File: config.mk
export PLATFORM = sky130hd
export DESIGN_NAME = go_done_monitor
export DESIGN_NICKNAME = d
export VERILOG_FILES = /design/src/rtl/go_done_monitor.sv
export SDC_FILE = /design/constraint.sdc
export NUM_CORES = 1
export LEC_CHECK = 0
export CORE_AREA = 3 3 81 83
export CTS_CLUSTER_SIZE = 20
export DETAILED_ROUTE_END_ITERATION = 10
export DIE_AREA = 0 0 84 86
export DONT_BUFFER_PORTS = 1
export PLACE_DENSITY = 0.53
export SETUP_SLACK_MARGIN = 0.1
export SLEW_MARGIN = 20
export SYNTH_ARGS = -nofsm -noshare
export SYNTH_HDL_FRONTEND = slang
export SYNTH_SLANG_ARGS = --single-unit
File: constraint.sdc
create_clock -name clk -period 3.3 [get_ports clk]
set_input_delay 0.33 -clock clk [delete_from_list [all_inputs] [get_ports clk]]
set_output_delay 0.33 -clock clk [all_outputs]
set_load 0.02 [all_outputs]
File: src/rtl/go_done_monitor.sv
// go_done_monitor: supervisor for the go/kill delay chain.
// Measures start-to-done latency, counts dones, sequences kill_clr.
module go_done_monitor #(
  parameter int CW          = 16,
  parameter int NW          = 8,
  parameter int TIMEOUT_CYC = 1000,
  parameter int CLR_HOLD    = 2
) (
  input  logic          clk,
  input  logic          reset_n,
  input  logic          start,
  input  logic          done_in,
  input  logic          kill_ltchd,
  input  logic          ack_clr,
  output logic          kill_clr,
  output logic          busy,
  output logic [CW-1:0] lat_cnt,
  output logic          lat_valid,
  output logic [NW-1:0] done_count,
  output logic          timeout,
  output logic          stray_done
);

  localparam int HW = (CLR_HOLD > 1) ? $clog2(CLR_HOLD) : 1;

  typedef enum logic [2:0] {
    S_IDLE,
    S_WAIT,
    S_KILLED,
    S_TOUT,
    S_CLEAR
  } state_t;

  state_t        state_q, state_d;
  logic [CW-1:0] timer_q, timer_d;
  logic [HW-1:0] hold_q, hold_d;
  logic [CW-1:0] lat_q, lat_d;
  logic          lv_q, lv_d;
  logic [NW-1:0] cnt_q, cnt_d;
  logic          tout_q, tout_d;
  logic          stray_q, stray_d;
  logic          kclr_q, kclr_d;

  always_comb begin
    state_d = state_q;
    timer_d = timer_q;
    hold_d  = hold_q;
    lat_d   = lat_q;
    lv_d    = 1'b0;
    cnt_d   = cnt_q;
    tout_d  = tout_q;
    stray_d = stray_q;
    unique case (state_q)
      S_IDLE: begin
        if (done_in) stray_d = 1'b1;
        if (kill_ltchd) begin
          state_d = S_KILLED;
        end else if (start) begin
          state_d = S_WAIT;
          timer_d = '0;
        end
      end
      S_WAIT: begin
        timer_d = timer_q + 1'b1;
        if (kill_ltchd) begin
          state_d = S_KILLED;
        end else if (done_in) begin
          lat_d = timer_q + 1'b1;
          lv_d  = 1'b1;
          cnt_d = cnt_q + 1'b1;
          if (start) timer_d = '0;
          else       state_d = S_IDLE;
        end else if (timer_q == CW'(TIMEOUT_CYC - 1)) begin
          state_d = S_TOUT;
          tout_d  = 1'b1;
        end
      end
      S_KILLED, S_TOUT: begin
        if (ack_clr) begin
          state_d = S_CLEAR;
          hold_d  = '0;
          tout_d  = 1'b0;
          stray_d = 1'b0;
        end
      end
      S_CLEAR: begin
        hold_d = hold_q + 1'b1;
        if (hold_q == HW'(CLR_HOLD - 1)) begin
          hold_d  = '0;
          // kill still latched means the chain re-killed during the clear
          state_d = kill_ltchd ? S_KILLED : S_IDLE;
        end
      end
      default: state_d = S_IDLE;
    endcase
    kclr_d = (state_d == S_CLEAR);
  end

  always_ff @(posedge clk) begin
    if (!reset_n) begin
      state_q <= S_IDLE;
      timer_q <= '0;
      hold_q  <= '0;
      lat_q   <= '0;
      lv_q    <= 1'b0;
      cnt_q   <= '0;
      tout_q  <= 1'b0;
      stray_q <= 1'b0;
      kclr_q  <= 1'b0;
    end else begin
      state_q <= state_d;
      timer_q <= timer_d;
      hold_q  <= hold_d;
      lat_q   <= lat_d;
      lv_q    <= lv_d;
      cnt_q   <= cnt_d;
      tout_q  <= tout_d;
      stray_q <= stray_d;
      kclr_q  <= kclr_d;
    end
  end

  assign busy       = (state_q != S_IDLE);
  assign kill_clr   = kclr_q;
  assign lat_cnt    = lat_q;
  assign lat_valid  = lv_q;
  assign done_count = cnt_q;
  assign timeout    = tout_q;
  assign stray_done = stray_q;

endmodule

Word level (Yosys, flattened, before mapping)
Index checks and enable logic that the tools add are counted.
Widths: inputs -> output; s select.
- input port bits: 6
- bits in registers: 48
- word-level logic and storage cells: 67
- output and inout port bits: 29
- mux-type cells: 26
- equality and inequality tests: 13
- $add $sub $neg: 3
- bitwise logic cells: 3
- reduce and logical (&&, ||, !) cells: 13
- operators with widths (kind ; count):
    $mux 16 ; 5
    $pmux 16 s2 ; 1
    $mux 3 ; 8
    $add 16x1->16 const B ; 1
    $eq 16x10->1 const B ; 1
    $ne 2x2->1 const B ; 7
    $pmux 3 s4 ; 1
    $reduce_and 3->1 ; 3
    $add 8x1->8 const B ; 1
    $reduce_bool 2->1 ; 4
    $mux 1 ; 7
    $eq 3x2->1 const B ; 2
    $eq 3x3->1 const B ; 2
    $pmux 1 s2 ; 3
    $reduce_and 5->1 ; 1
    $eq 3x1->1 const B ; 1
    $logic_not 3->1 ; 1
    $not 1->1 ; 3
    $reduce_bool 3->1 ; 1
    $reduce_or 3->1 ; 1
    $mux 2 ; 1
    $reduce_and 2->1 ; 1
    $reduce_or 2->1 ; 1
    $add 1x1->1 const B ; 1

Longest topological paths before layout
- depth in word-level cells: 6
- depth in mapped cells: 7
- mapped depth without buffers: 5

Worst setup path before layout
Ideal clock, no wire load.
- path type: register to register
- start: register state_q[2]
- end: register timer_q[9]
- required time: 3.228 ns
- setup slack: 1.670 ns
- data arrival time: 1.558 ns
- cell stages (with the launch flop): 8
- path buffers: 3
- setup time: 0.072 ns
- period minus slack after synthesis: 1.630 ns
- cell sequence: dfxtp_1 buf_6 or3b_1 buf_6 nor3_4 buf_6 nand4_1 mux2i_1
- cells in the longest elaborated chain, start to end: 3
- elaborated cells on any way between the ends: 7
- those cells by class: eq/ne: 3; mux: 1; reduce/logical: 3
- RTL lines (what ; line ; RTL):
    start, declared ; 34 ; state_t state_q, state_d;
    start signal, assigned ; 111 ; state_q <= state_d;
    $eq 3x1->1 or $logic_not 3->1 (tied branches) ; 53 ; unique case (state_q)
    $reduce_bool 2->1 (no source line) or $ne 2x2->1 (tied branches) ; -- ;
    $reduce_and 3->1 (no source line) ; -- ;
    end signal, assigned ; 112 ; timer_q <= timer_d;
    end, declared ; 35 ; logic [CW-1:0] timer_q, timer_d;
Parallel ways exist; a longest one is shown, timed or not.
A chain may end at the register's enable or synchronous reset.

Final worst setup path
- start: register state_q[2]
- end: register cnt_q[1], in the netlist done_count[1]
- cells in the longest elaborated chain, start to end: 2
- RTL lines (what ; line ; RTL):
    $eq 3x1->1 ; 53 ;
    $reduce_and 3->1 (no source line) ; -- ;
    end signal, assigned ; 116 ; cnt_q <= cnt_d;
    end, declared ; 39 ; logic [NW-1:0] cnt_q, cnt_d;
No other way between the ends.

==> results.sh <==
export IMPL_hold_ws_ns=0.1580
export IMPL_core_area_sq_um=5921
export IMPL_cp_max_fo=19
export IMPL_routabilityCongestion=0.7940
export IMPL_grt_first_pass_wirelength_mm=9.011
export IMPL_syn_num_nets=286
export IMPL_cts_buffers=5
export IMPL_synth_cell_types=41
export IMPL_layout_common_cells="dfxtp_1 (48), nor2_1 (26), o21ai_0 (25), a21oi_1 (23), nand4_1 (13)"
export IMPL_synth_area_per_cell_sq_um=8.398
export IMPL_skew_ns=0.006460
export IMPL_antenna_found_initial=0
export IMPL_cts_tree="yes"
export IMPL_rsz0062_at_grt="false"
export IMPL_status="completed"
export IMPL_p_per_area_nw_per_um2=465.7
export IMPL_worst_slew_pin_slew_ns=0.9844
export IMPL_final_common_cell="dfxtp_1"
export IMPL_layout_min_cycle_time_ns=2.134
export IMPL_overflow=0
export IMPL_async_flop_share=0
export IMPL_ys_seq_area_frac=0.4116
export IMPL_fin_cells=341
export IMPL_htree_levels=2
export IMPL_dpl_cell_area_sq_um=2330
export IMPL_drc=0
export IMPL_synth_warnings=0
export IMPL_power_leakage_nw=0.8005
export IMPL_diodes=0
export IMPL_drtAntennaViolNets=0
export IMPL_start_kind="flip-flop"
export IMPL_grt_pass1_vias=1800
export IMPL_setup_viol=0
export IMPL_drt_iter0_drc=136
export IMPL_dp_cells=333
export IMPL_die_width_um=84
export IMPL_critPathArrivalTime_ns=2.33
export IMPL_cts_resized=0
export IMPL_worst_path_max_delay_cell="nor4b_4"
export IMPL_placementRows=28
export IMPL_die_area_sq_um=7224
export IMPL_viasPerCell=5.622
export IMPL_slew_violations=0
export IMPL_path_cells="nor4b_4 > and2_1 > buf_4 > mux2i_1 > nor2_1"
export IMPL_avgRoutedWirePerCell_um=15.42
export IMPL_clock_sinks=48
export IMPL_synth_edf_count=0
export IMPL_clockBufferDepth=2
export IMPL_postSynthCellCount=278
export IMPL_min_path_type="input pin to flip-flop"
export IMPL_maxCapViolCount=0
export IMPL_final_setup_tns_ns=0
export IMPL_ys_flop_type="dfxtp_1"
export IMPL_postCtsHoldBufs=0
export IMPL_final_hold_viol_count=0
export IMPL_crit_path_max_incr_delay_ns=0.51
export IMPL_dpl_hpwl_mm=3.543
export IMPL_start_util=0.3943
export IMPL_track_usage=0.1528
export IMPL_peakVddDrop_v=0.0002568
export IMPL_syn_to_final_growth_pct=5.198
export IMPL_dieHeight_um=86
export IMPL_cp_required_ns=3.50
export IMPL_drive_gt1_frac=0.04887
export IMPL_critical_path_top_delay_family="simple AND/OR/NAND/NOR gates"
export IMPL_path_clk_slew_ns=0.09
export IMPL_first_pass_iters=4
export IMPL_grt_max_degree=27
export IMPL_cts_setup_buffers=0
export IMPL_fmax_mhz=468.6
export IMPL_drt_wl_total_mm=5.259
export IMPL_clk_insertion_delay_late_ns=0.30
export IMPL_end_kind="flip-flop"
export IMPL_io_pins=35
export IMPL_finish_net_count=273
export IMPL_criticalPathCategory="flip-flop to flip-flop"
export IMPL_path_buf_inv=1
export IMPL_maxSlewHeadroom=0.3393
export IMPL_io_buffers=0
export IMPL_syn_area_sq_um=2335
export IMPL_ys_ff_latch=48
export IMPL_dr_total_vias=1917
export IMPL_root_buffer="clkbuf_8"
export IMPL_finalCritPeriodShare=0.6467
export IMPL_fin_area_sq_um=2456
export IMPL_total_power_mw=1.144
cell families after synthesis:
| group | synth area share |
|---|---|
| buf+inv | 0.05359 |
| mux | 0.01715 |
| fa+ha+maj | 0.01072 |
| compound gates | 0.1801 |
| flops | 0.4116 |
| simple gates | 0.2631 |
| xor+xnor | 0.06377 |
where the power goes:
part           internal, mW  leakage, nW  switching, mW  total (mW)
sequential            0.589        0.388         0.0201       0.609
clock                 0.268       0.0645          0.203       0.471
combinational        0.0226        0.348         0.0409      0.0636
layer usage:
layer | wire length [um] | GRT usage | up-vias
met5 | 0 | 0 | -
met4 | 44 | 0.05702 | 0
met1 | 2741 | 0.2139 | 878
met3 | 296 | 0.04611 | 4
li1 | - | - | 986
met2 | 2176 | 0.2213 | 49
Yosys cell counts (3+ instances only):
library cell,count,area share
or3_1,5,0.013
nor3_1,6,0.013
nand2_1,12,0.019
and4_1,3,0.011
nand2b_1,3,0.0080
clkbuf_1,12,0.019
and2_1,6,0.016
dfxtp_1,48,0.41
a211oi_1,7,0.023
a31oi_1,10,0.027
xnor2_1,7,0.026
nand3b_1,3,0.0096
nor4_1,3,0.0080
a21oi_1,23,0.049
a22oi_1,5,0.016
buf_2,6,0.013
and3_1,5,0.013
nor2_1,26,0.042
nand4_1,13,0.035
o21ai_0,26,0.056
buf_6,3,0.014
nand3_1,11,0.024
mux2i_1,4,0.017
xor2_1,10,0.038
metrics by stage:
step,setup WS (ns),util
after floorplan,1.670,-
after global placement,1.209,0.3935
after detailed placement,1.168,0.3935
after CTS,1.164,0.4148
after global routing,0.9366,0.4148
final,1.166,0.4148
flip-flops by register name, summed over array words and instances, names as in the netlist:
register,cells
lat_cnt,16
timer_q,16
done_count,8
state_q,3
hold_q,1
kill_clr,1
lat_valid,1
stray_done,1
timeout,1
path summary, 6_finish.rpt:
path / slack (ns) / cells after the start / to / start
min reg2reg: 0.50 / 2 / hold_q / hold_q
min: 0.16 / 2 / lat_cnt[8] / reset_n
max: 1.17 / 5 / done_count[1] / state_q[2]
max reg2reg: 1.17 / 5 / done_count[1] / state_q[2]
area by class of cell:
type                       instances  area [sq um]
fill                             620          3465
multi-input combinational        205          1249
sequential                        48         960.9
clock buffer                       7         96.34
tap                               75         93.84
clock inverter                     1         30.03
timing repair buffer               2         15.01
inverter                           3         11.26
Note: power is estimated with default switching activity, not from simulation.
